`src/rtl/reg_pipe_elastic_if.sv`:
```
// Valid/ready handshake bundle for reg_pipe_elastic: upstream push side,
// downstream pop side and the global enable.
interface reg_pipe_elastic_if #(
  parameter int N = 16
) ();
  logic         EN;
  logic         R_IN;
  logic [N-1:0] D_IN;
  logic         A_OUT;
  logic         R_OUT;
  logic [N-1:0] D_OUT;
  logic         A_IN;

  modport master (
    output EN,
    output R_IN,
    output D_IN,
    output A_IN,
    input  A_OUT,
    input  R_OUT,
    input  D_OUT
  );

  modport slave (
    input  EN,
    input  R_IN,
    input  D_IN,
    input  A_IN,
    output A_OUT,
    output R_OUT,
    output D_OUT
  );
endinterface

```
`src/rtl/reg_pipe_elastic.sv`:
```
// Elastic DEPTH-stage valid/ready register pipe with bubble collapse and global stall.
// Optional occupancy output COUNT is enabled by defining REG_PIPE_COUNT_EN.
module reg_pipe_elastic #(
  parameter int           N     = 16,
  parameter int           DEPTH = 2,
  parameter logic [N-1:0] I     = '0
) (
  input  logic CLK,
  input  logic RST,
  reg_pipe_elastic_if.slave pipe
`ifdef REG_PIPE_COUNT_EN
  ,
  output logic [$clog2(DEPTH+1)-1:0] COUNT
`endif
);

  logic [DEPTH-1:0] vld_p;
  logic [N-1:0]     dat_p [DEPTH];
  logic [DEPTH-1:0] adv;
  logic [DEPTH-1:0] ld;
  logic             nxt_free;

  // Ready ripples from the output stage back to stage 0 within one cycle
  always_comb begin
    adv      = '0;
    ld       = '0;
    nxt_free = pipe.A_IN;
    for (int k = DEPTH - 1; k >= 0; k--) begin
      adv[k]   = pipe.EN & vld_p[k] & nxt_free;
      ld[k]    = pipe.EN & (~vld_p[k] | adv[k]);
      nxt_free = ~vld_p[k] | adv[k];
    end
  end

  // Stage registers
  always_ff @(posedge CLK) begin
    if (RST) begin
      vld_p <= '0;
      for (int k = 0; k < DEPTH; k++) dat_p[k] <= I;
    end else begin
      if (ld[0]) begin
        vld_p[0] <= pipe.R_IN;
        if (pipe.R_IN) dat_p[0] <= pipe.D_IN;
      end
      for (int k = 1; k < DEPTH; k++) begin
        if (ld[k]) begin
          vld_p[k] <= vld_p[k-1] & adv[k-1];
          if (vld_p[k-1] & adv[k-1]) dat_p[k] <= dat_p[k-1];
        end
      end
    end
  end

  assign pipe.A_OUT = ~RST & ld[0];
  assign pipe.R_OUT = pipe.EN & vld_p[DEPTH-1];
  assign pipe.D_OUT = dat_p[DEPTH-1];

`ifdef REG_PIPE_COUNT_EN
  localparam int CW = $clog2(DEPTH + 1);

  logic          in_xfer;
  logic          out_xfer;
  logic [CW-1:0] cnt_q;

  function automatic logic [CW-1:0] occ_next(input logic [CW-1:0] occ,
                                             input logic inc, input logic dec);
    logic [CW-1:0] res;
    res = occ;
    if (inc && !dec && occ != CW'(DEPTH)) res = occ + CW'(1);
    else if (dec && !inc && occ != '0)    res = occ - CW'(1);
    return res;
  endfunction

  assign in_xfer  = pipe.R_IN & pipe.A_OUT;
  assign out_xfer = pipe.R_OUT & pipe.A_IN;

  // Occupancy register
  always_ff @(posedge CLK) begin
    if (RST) cnt_q <= '0;
    else     cnt_q <= occ_next(cnt_q, in_xfer, out_xfer);
  end

  assign COUNT = cnt_q;
`endif

endmodule

```
`src/flat_wrapper.sv`:
```
// flat-port wrapper written by rule: the top's interface ports become plain ports
module reg_pipe_elastic_flat 
#(
  parameter int           N     = 16,
  parameter int           DEPTH = 2,
  parameter logic [N-1:0] I     = '0
)
  (CLK, RST, pipe_EN, pipe_R_IN, pipe_D_IN, pipe_A_IN, pipe_A_OUT, pipe_R_OUT, pipe_D_OUT);
  reg_pipe_elastic_if #(.N(N)) pipe_i ();
  input  logic CLK;
  input  logic RST;
  input wire logic [$bits(pipe_i.EN)-1:0] pipe_EN;
  input wire logic [$bits(pipe_i.R_IN)-1:0] pipe_R_IN;
  input wire logic [$bits(pipe_i.D_IN)-1:0] pipe_D_IN;
  input wire logic [$bits(pipe_i.A_IN)-1:0] pipe_A_IN;
  output wire logic [$bits(pipe_i.A_OUT)-1:0] pipe_A_OUT;
  output wire logic [$bits(pipe_i.R_OUT)-1:0] pipe_R_OUT;
  output wire logic [$bits(pipe_i.D_OUT)-1:0] pipe_D_OUT;
  assign pipe_i.EN = pipe_EN;
  assign pipe_i.R_IN = pipe_R_IN;
  assign pipe_i.D_IN = pipe_D_IN;
  assign pipe_i.A_IN = pipe_A_IN;
  assign pipe_A_OUT = pipe_i.A_OUT;
  assign pipe_R_OUT = pipe_i.R_OUT;
  assign pipe_D_OUT = pipe_i.D_OUT;
  reg_pipe_elastic #(.N(N), .DEPTH(DEPTH), .I(I)) u_core (.CLK(CLK), .RST(RST), .pipe(pipe_i));
endmodule
```
`config.mk`:
```
export PLATFORM = sky130hd
export DESIGN_NAME = reg_pipe_elastic_flat
export DESIGN_NICKNAME = d
export VERILOG_FILES = /design/src/rtl/reg_pipe_elastic_if.sv /design/src/rtl/reg_pipe_elastic.sv /design/src/flat_wrapper.sv
export SDC_FILE = /design/constraint.sdc
export NUM_CORES = 1
export LEC_CHECK = 0
export CAP_MARGIN = 20
export CORE_MARGIN = 2
export CORE_UTILIZATION = 31
export CTS_CLUSTER_DIAMETER = 200
export CTS_CLUSTER_SIZE = 40
export DETAILED_ROUTE_END_ITERATION = 8
export GPL_ROUTABILITY_DRIVEN = 0
export PLACE_DENSITY_LB_ADDON = 0.05
export REMOVE_ABC_BUFFERS = 1
export SLEW_MARGIN = 20
export SYNTH_ARGS = -nofsm -noshare
export SYNTH_HDL_FRONTEND = slang
export SYNTH_SLANG_ARGS = --single-unit
```
`constraint.sdc`:
```
create_clock -name CLK -period 5.4 [get_ports CLK]
set_input_delay 0.81 -clock CLK [delete_from_list [all_inputs] [get_ports CLK]]
set_output_delay 0.81 -clock CLK [all_outputs]
set_load 0.02 [all_outputs]
```
==> impl_metrics.yaml, run 1 <==
outcome:
  outcome: "finished, final reports clean"
critical_path:
  cp_data_required_time_ns: 4.59
  slowest_stage: "and3b_2"
  critPathBufInv: 2
  timing_worst_setup_path_type: "in -> out"
  crit_family: "buffers and inverters"
  path_depth: 4
  crit_path_max_fanout: 34
  r2r_setup_slack_ns: 3.19
  reg2reg_from: "u_core.vld_p[0]"
  reg2reg_depth: 2
  crit_end: "pipe_A_OUT"
  max_stage_delay_ns: 0.90
  crit_chain: "clkdlybuf4s50_1, and3b_2, nor2_1, clkdlybuf4s50_1"
  crit_path_start_kind: "input pin"
  critPathMostFrequentCell: "clkdlybuf4s50_1"
  arrival_ns: 2.87
  startpoint: "pipe_A_IN"
  critPathCaptureType: "primary output"
  r2r-end: "u_core.dat_p[0][10]"
global_route:
  grt_usage: 0.110
  use_met3: 0.0396
  busiest_layer: "met2"
  antenna_found_initial: 0
  use_met1: 0.129
  grt_use_met2: 0.187
  grt_start_max_net_pins: 35
  grt-ovfl-total: 0
  grt_pass1_wl_microns: 5260
  grt_pass1_vias: 1093
synth:
  synth_warnings: 0
  ys_seq_area_frac: 0.562
  synth_top_cell_area_share: 0.540
  ys.flop_type: "edfxtp_1"
  avgSynthCellArea_sq_um: 16.5
  synth.most_common_cell: "edfxtp_1"
  synth_top_area_cell: "edfxtp_1"
  netlist_area_sq_mm: 0.00178
  yosys_register_bits: 34
  synth_area_leaders: "edfxtp_1 (54%), nor4b_2 (24%), buf_4 (7.2%)"
  ys_async_sr_fraction: 0
  synth_edf_count: 32
  yosysUniqueCellTypes: 20
  synthTopCellsByCount: "edfxtp_1 (32), nor4b_2 (29), buf_4 (17)"
  syn-instance-count: 108
route:
  drc: 0
  vias_per_cell: 4.77
  finalWirelength_microns: 3120
  drt_first_pass_iters: 4
  drtIter0Drc: 36
  ant_nets: 0
  vias: 958
  routedWlPerCell_microns: 15.5
timing:
  rsz0062_at_grt: "no"
  finalMaxSlewViolations: 0
  fin_crit_sh: 0.682
  relSlewSlack: 0.350
  post-route-min-period_ns: 3.68
  setup_tns_ns: 0
  finClkSkew_ns: 0.00506
  finalSetupViolations: 0
  fmax_mhz: 272
  tightest_slew_ns: 0.975
  finalHoldViolCount: 0
cts:
  cts_hold_buf: 0
  clk_path_buf_depth: 2
  cts_tree: "done"
  cts.sinks: 34
  cts_setup_buffers: 0
  worstSkewPairLatency_ns: 0.28
  cts_buffers: 5
  cts-resized-gates: 0
  path_clk_slew_ns: 0.07
  cts-root-buf: "clkbuf_8"
  cts_max_level: 2
power:
  power.leakage_nw: 0.674
  power_density_mw_per_mm2: 263
  ir_drop_mv: 0.0890
floorplan:
  start_util: 0.321
  die_y_microns: 79.8
  row_count: 27
  boundaryPins: 39
  die_w_microns: 79.8
  core_area_sq_mm: 0.00554
  dieArea_sq_mm: 0.00637
run:
  max_cap_viol_count: 0
layout:
  fill_cells: 537
  drive_gt1_frac: 0.341
  syn2layout_area_growth_pct: 21.5
  nNetsFinal: 149
  fin_area_sq_mm: 0.00216
  antennaDiodeCount: 0
placed_design:
  place_area_sq_mm: 0.00205
  io_buffer_count: 38
min_path:
  worstHoldPathType: "reg -> reg"
-- where the power goes --
part           internal [mW]  switching, mW
clock                 0.0893         0.0909
sequential             0.305        0.00389
combinational         0.0405         0.0391
total                  0.435          0.134
-- flip-flops by register name, indices dropped and copies added (netlist names) --
signal	cells
u_core.vld_p	2
u_core.dat_p	32
-- cell usage in the layout, fill, tap and decap left out, types with 2 or more instances in the layout --
cell type        instances
nor4b_1                  3
nor4b_2                 29
clkdlybuf4s50_1         38
clkinv_2                 2
clkbuf_8                 5
nand2_1                  2
edfxtp_1                32
o21bai_2                 2
dfxtp_1                  2
-- through the flow --
stage               power [mW]  cells  utilization  hold WS (ns)  setup WS, ns
global route             0.597    201        0.390         0.588          1.57
detailed placement       0.393    192        0.371         0.521          1.71
finish                   0.569    201        0.390         0.547          1.72
global placement         0.392    192        0.371         0.519          1.75
floorplan                0.353     81            -         0.479          2.30
CTS                      0.577    200        0.386         0.535          1.69
-- worst min path at each step --
stage                          startpoint         endpoint  slack, ns  cells past startpoint
after CTS                 u_core.vld_p[1]  u_core.vld_p[0]       0.53                      2
after floorplan           u_core.vld_p[1]  u_core.vld_p[0]       0.48                      2
after global routing      u_core.vld_p[1]  u_core.vld_p[0]       0.59                      2
final                     u_core.vld_p[1]  u_core.vld_p[0]       0.55                      2
after detailed placement  u_core.vld_p[1]  u_core.vld_p[0]       0.52                      2
after global placement    u_core.vld_p[1]  u_core.vld_p[0]       0.52                      2
-- cell type report --
| cell class | count | area, sq um | share of cell area |
|---|---|---|---|
| flip-flops and latches | 34 | 1000 | 0.463 |
| multi-input cells | 47 | 574 | 0.265 |
| repair buffers | 40 | 415 | 0.192 |
| well taps | 72 | 90.1 | 0.0416 |
| clock buffers | 6 | 72.6 | 0.0335 |
| clock inverters | 2 | 10.0 | 0.00463 |
-- metal layers --
metal / vias up / wire length [microns]
met2: 25 / 1620
li1: 442 / -
met5: - / 0
met3: 6 / 158
met4: 0 / 48
met1: 485 / 1290
-- tightest hold or removal path: stages, from the launching register on --
cell and delay [ns]:
dfxtp_1 0.35, nand3b_1 0.09, a31oi_1 0.06
-- kinds of logic after synthesis --
kind of cell / after synthesis / synth area share
buf+inv: 27 / 0.126
simple gates: 42 / 0.292
compound gates: 5 / 0.0204
flops: 34 / 0.562
No activity file was read; power rests on OpenSTA's default activity.
==> inputs of run 2 (changes only) <==
==> constraint.sdc (replaced) <==
create_clock -name CLK -period 3.15 [get_ports CLK]
set_input_delay 0.4725 -clock CLK [delete_from_list [all_inputs] [get_ports CLK]]
set_output_delay 0.4725 -clock CLK [all_outputs]
set_load 0.02 [all_outputs]
==> impl_metrics.yaml, run 2 (synthesis gave the netlist of run 1 again) <==
outcome:
  outcome: "finished, final reports clean"
floorplan:
  die_y_microns: 79.8
  dieArea_sq_mm: 0.00637
  row_count: 27
  start_util: 0.321
  die_w_microns: 79.8
  core_area_sq_mm: 0.00554
  boundaryPins: 39
layout:
  antennaDiodeCount: 0
  reg.largest.list: "u_core.dat_p: 32 flops, u_core.vld_p: 2 flops"
  multi_input_area_sq_um: 574
  final_common_cell: "clkdlybuf4s50_1"
  finalNonFillerCells: 204
  regArea_sq_mm: 0.00100
  mostFrequentLayoutCells: "clkdlybuf4s50_1 (38), edfxtp_1 (32), nor4b_2 (29), clkbuf_8 (5), buf_4 (4)"
  largest_register_ffs: 32
  regMostFlops: "u_core.dat_p"
  nNetsFinal: 152
  fin_area_sq_mm: 0.00218
  fill_cells: 539
  syn2layout_area_growth_pct: 22.2
  drive_gt1_frac: 0.341
timing:
  fmax_mhz: 419
  post-route-min-period_ns: 2.39
  setup_tns_ns: 0
  finalSetupViolations: 0
  whs_ns: 0.541
  finalWorstSetupSlack_ns: 0.761
  tightest_slew_ns: 0.575
  finClkSkew_ns: 0.00242
  finalHoldViolCount: 0
  rsz0062_at_grt: "no"
  fin_crit_sh: 0.758
  relSlewSlack: 0.616
  finalMaxSlewViolations: 0
placed_design:
  dp_cells: 196
  io_buffer_count: 38
  hpwl_microns: 1980
  dp_worst_setup_slack_ns: 0.594
  place_area_sq_mm: 0.00210
power:
  ir_drop_mv: 0.135
  power_density_mw_per_mm2: 447
  power.leakage_nw: 0.681
route:
  routedWlPerCell_microns: 15.1
  drc: 0
  finalWirelength_microns: 3090
  drtIter0Drc: 67
  vias_per_cell: 4.65
  drt_first_pass_iters: 4
  ant_nets: 0
  vias: 948
cts:
  cts-resized-gates: 0
  cts.sinks: 34
  worstSkewPairLatency_ns: 0.28
  cts-root-buf: "clkbuf_8"
  cts_tree: "done"
  cts_hold_buf: 0
  path_clk_slew_ns: 0.07
  cts_buffers: 5
  cts_max_level: 2
  cts_setup_buffers: 0
  clk_path_buf_depth: 2
global_route:
  grt_pass1_wl_microns: 4990
  grt_pass1_vias: 922
  grt_start_max_net_pins: 34
  grt_usage: 0.105
  grt-ovfl-total: 0
  antenna_found_initial: 0
critical_path:
  critPathCaptureType: "primary output"
  crit_path_max_fanout: 4
  timing_worst_setup_path_type: "in -> out"
  startpoint: "pipe_A_IN"
  cp_data_required_time_ns: 2.68
  crit_path_start_kind: "input pin"
  arrival_ns: 1.92
  reg2reg_from: "u_core.vld_p[0]"
min_path:
  hold_path.startpoint: "u_core.vld_p[1]"
  worstHoldPathType: "reg -> reg"
run:
  max_cap_viol_count: 0
run 2: through the flow:
| step | utilization | total power, mW |
|---|---|---|
| floorplan | - | 0.605 |
| global placement | 0.378 | 0.678 |
| detailed placement | 0.378 | 0.679 |
| CTS | 0.393 | 0.984 |
| global route | 0.393 | 1.01 |
| finish | 0.393 | 0.972 |
run 2: routing by layer:
metal	vias up	track usage	wire (microns)
met1	462	0.151	1510
met2	32	0.142	1380
met3	6	0.0362	152
met4	0	0.0458	51
met5	-	0	0
li1	448	-	-
run 2: critical path: stages:
cell             delay [ns]
clkdlybuf4s50_1        0.50
and3b_2                0.22
nor2_1                 0.11
clkdlybuf4s50_1        0.61
run 2: power by group:
part | switching (mW) | total, mW | internal (mW)
clock | 0.157 | 0.305 | 0.148
combinational | 0.0668 | 0.137 | 0.0702
sequential | 0.00718 | 0.530 | 0.523
run 2: path summary, 6_finish.rpt:
| check | end | slack (ns) | cells after the start |
|---|---|---|---|
| min | u_core.vld_p[0] | 0.54 | 2 |
| max reg2reg | u_core.dat_p[0][15] | 1.25 | 4 |
| max | pipe_A_OUT | 0.76 | 4 |
| min reg2reg | u_core.vld_p[0] | 0.54 | 2 |
run 2: layout make-up:
class,instances,area share
clock buffer,5,0.0316
tap,72,0.0414
timing repair buffer,43,0.198
multi-input combinational,47,0.264
clock inverter,3,0.00518
sequential,34,0.460
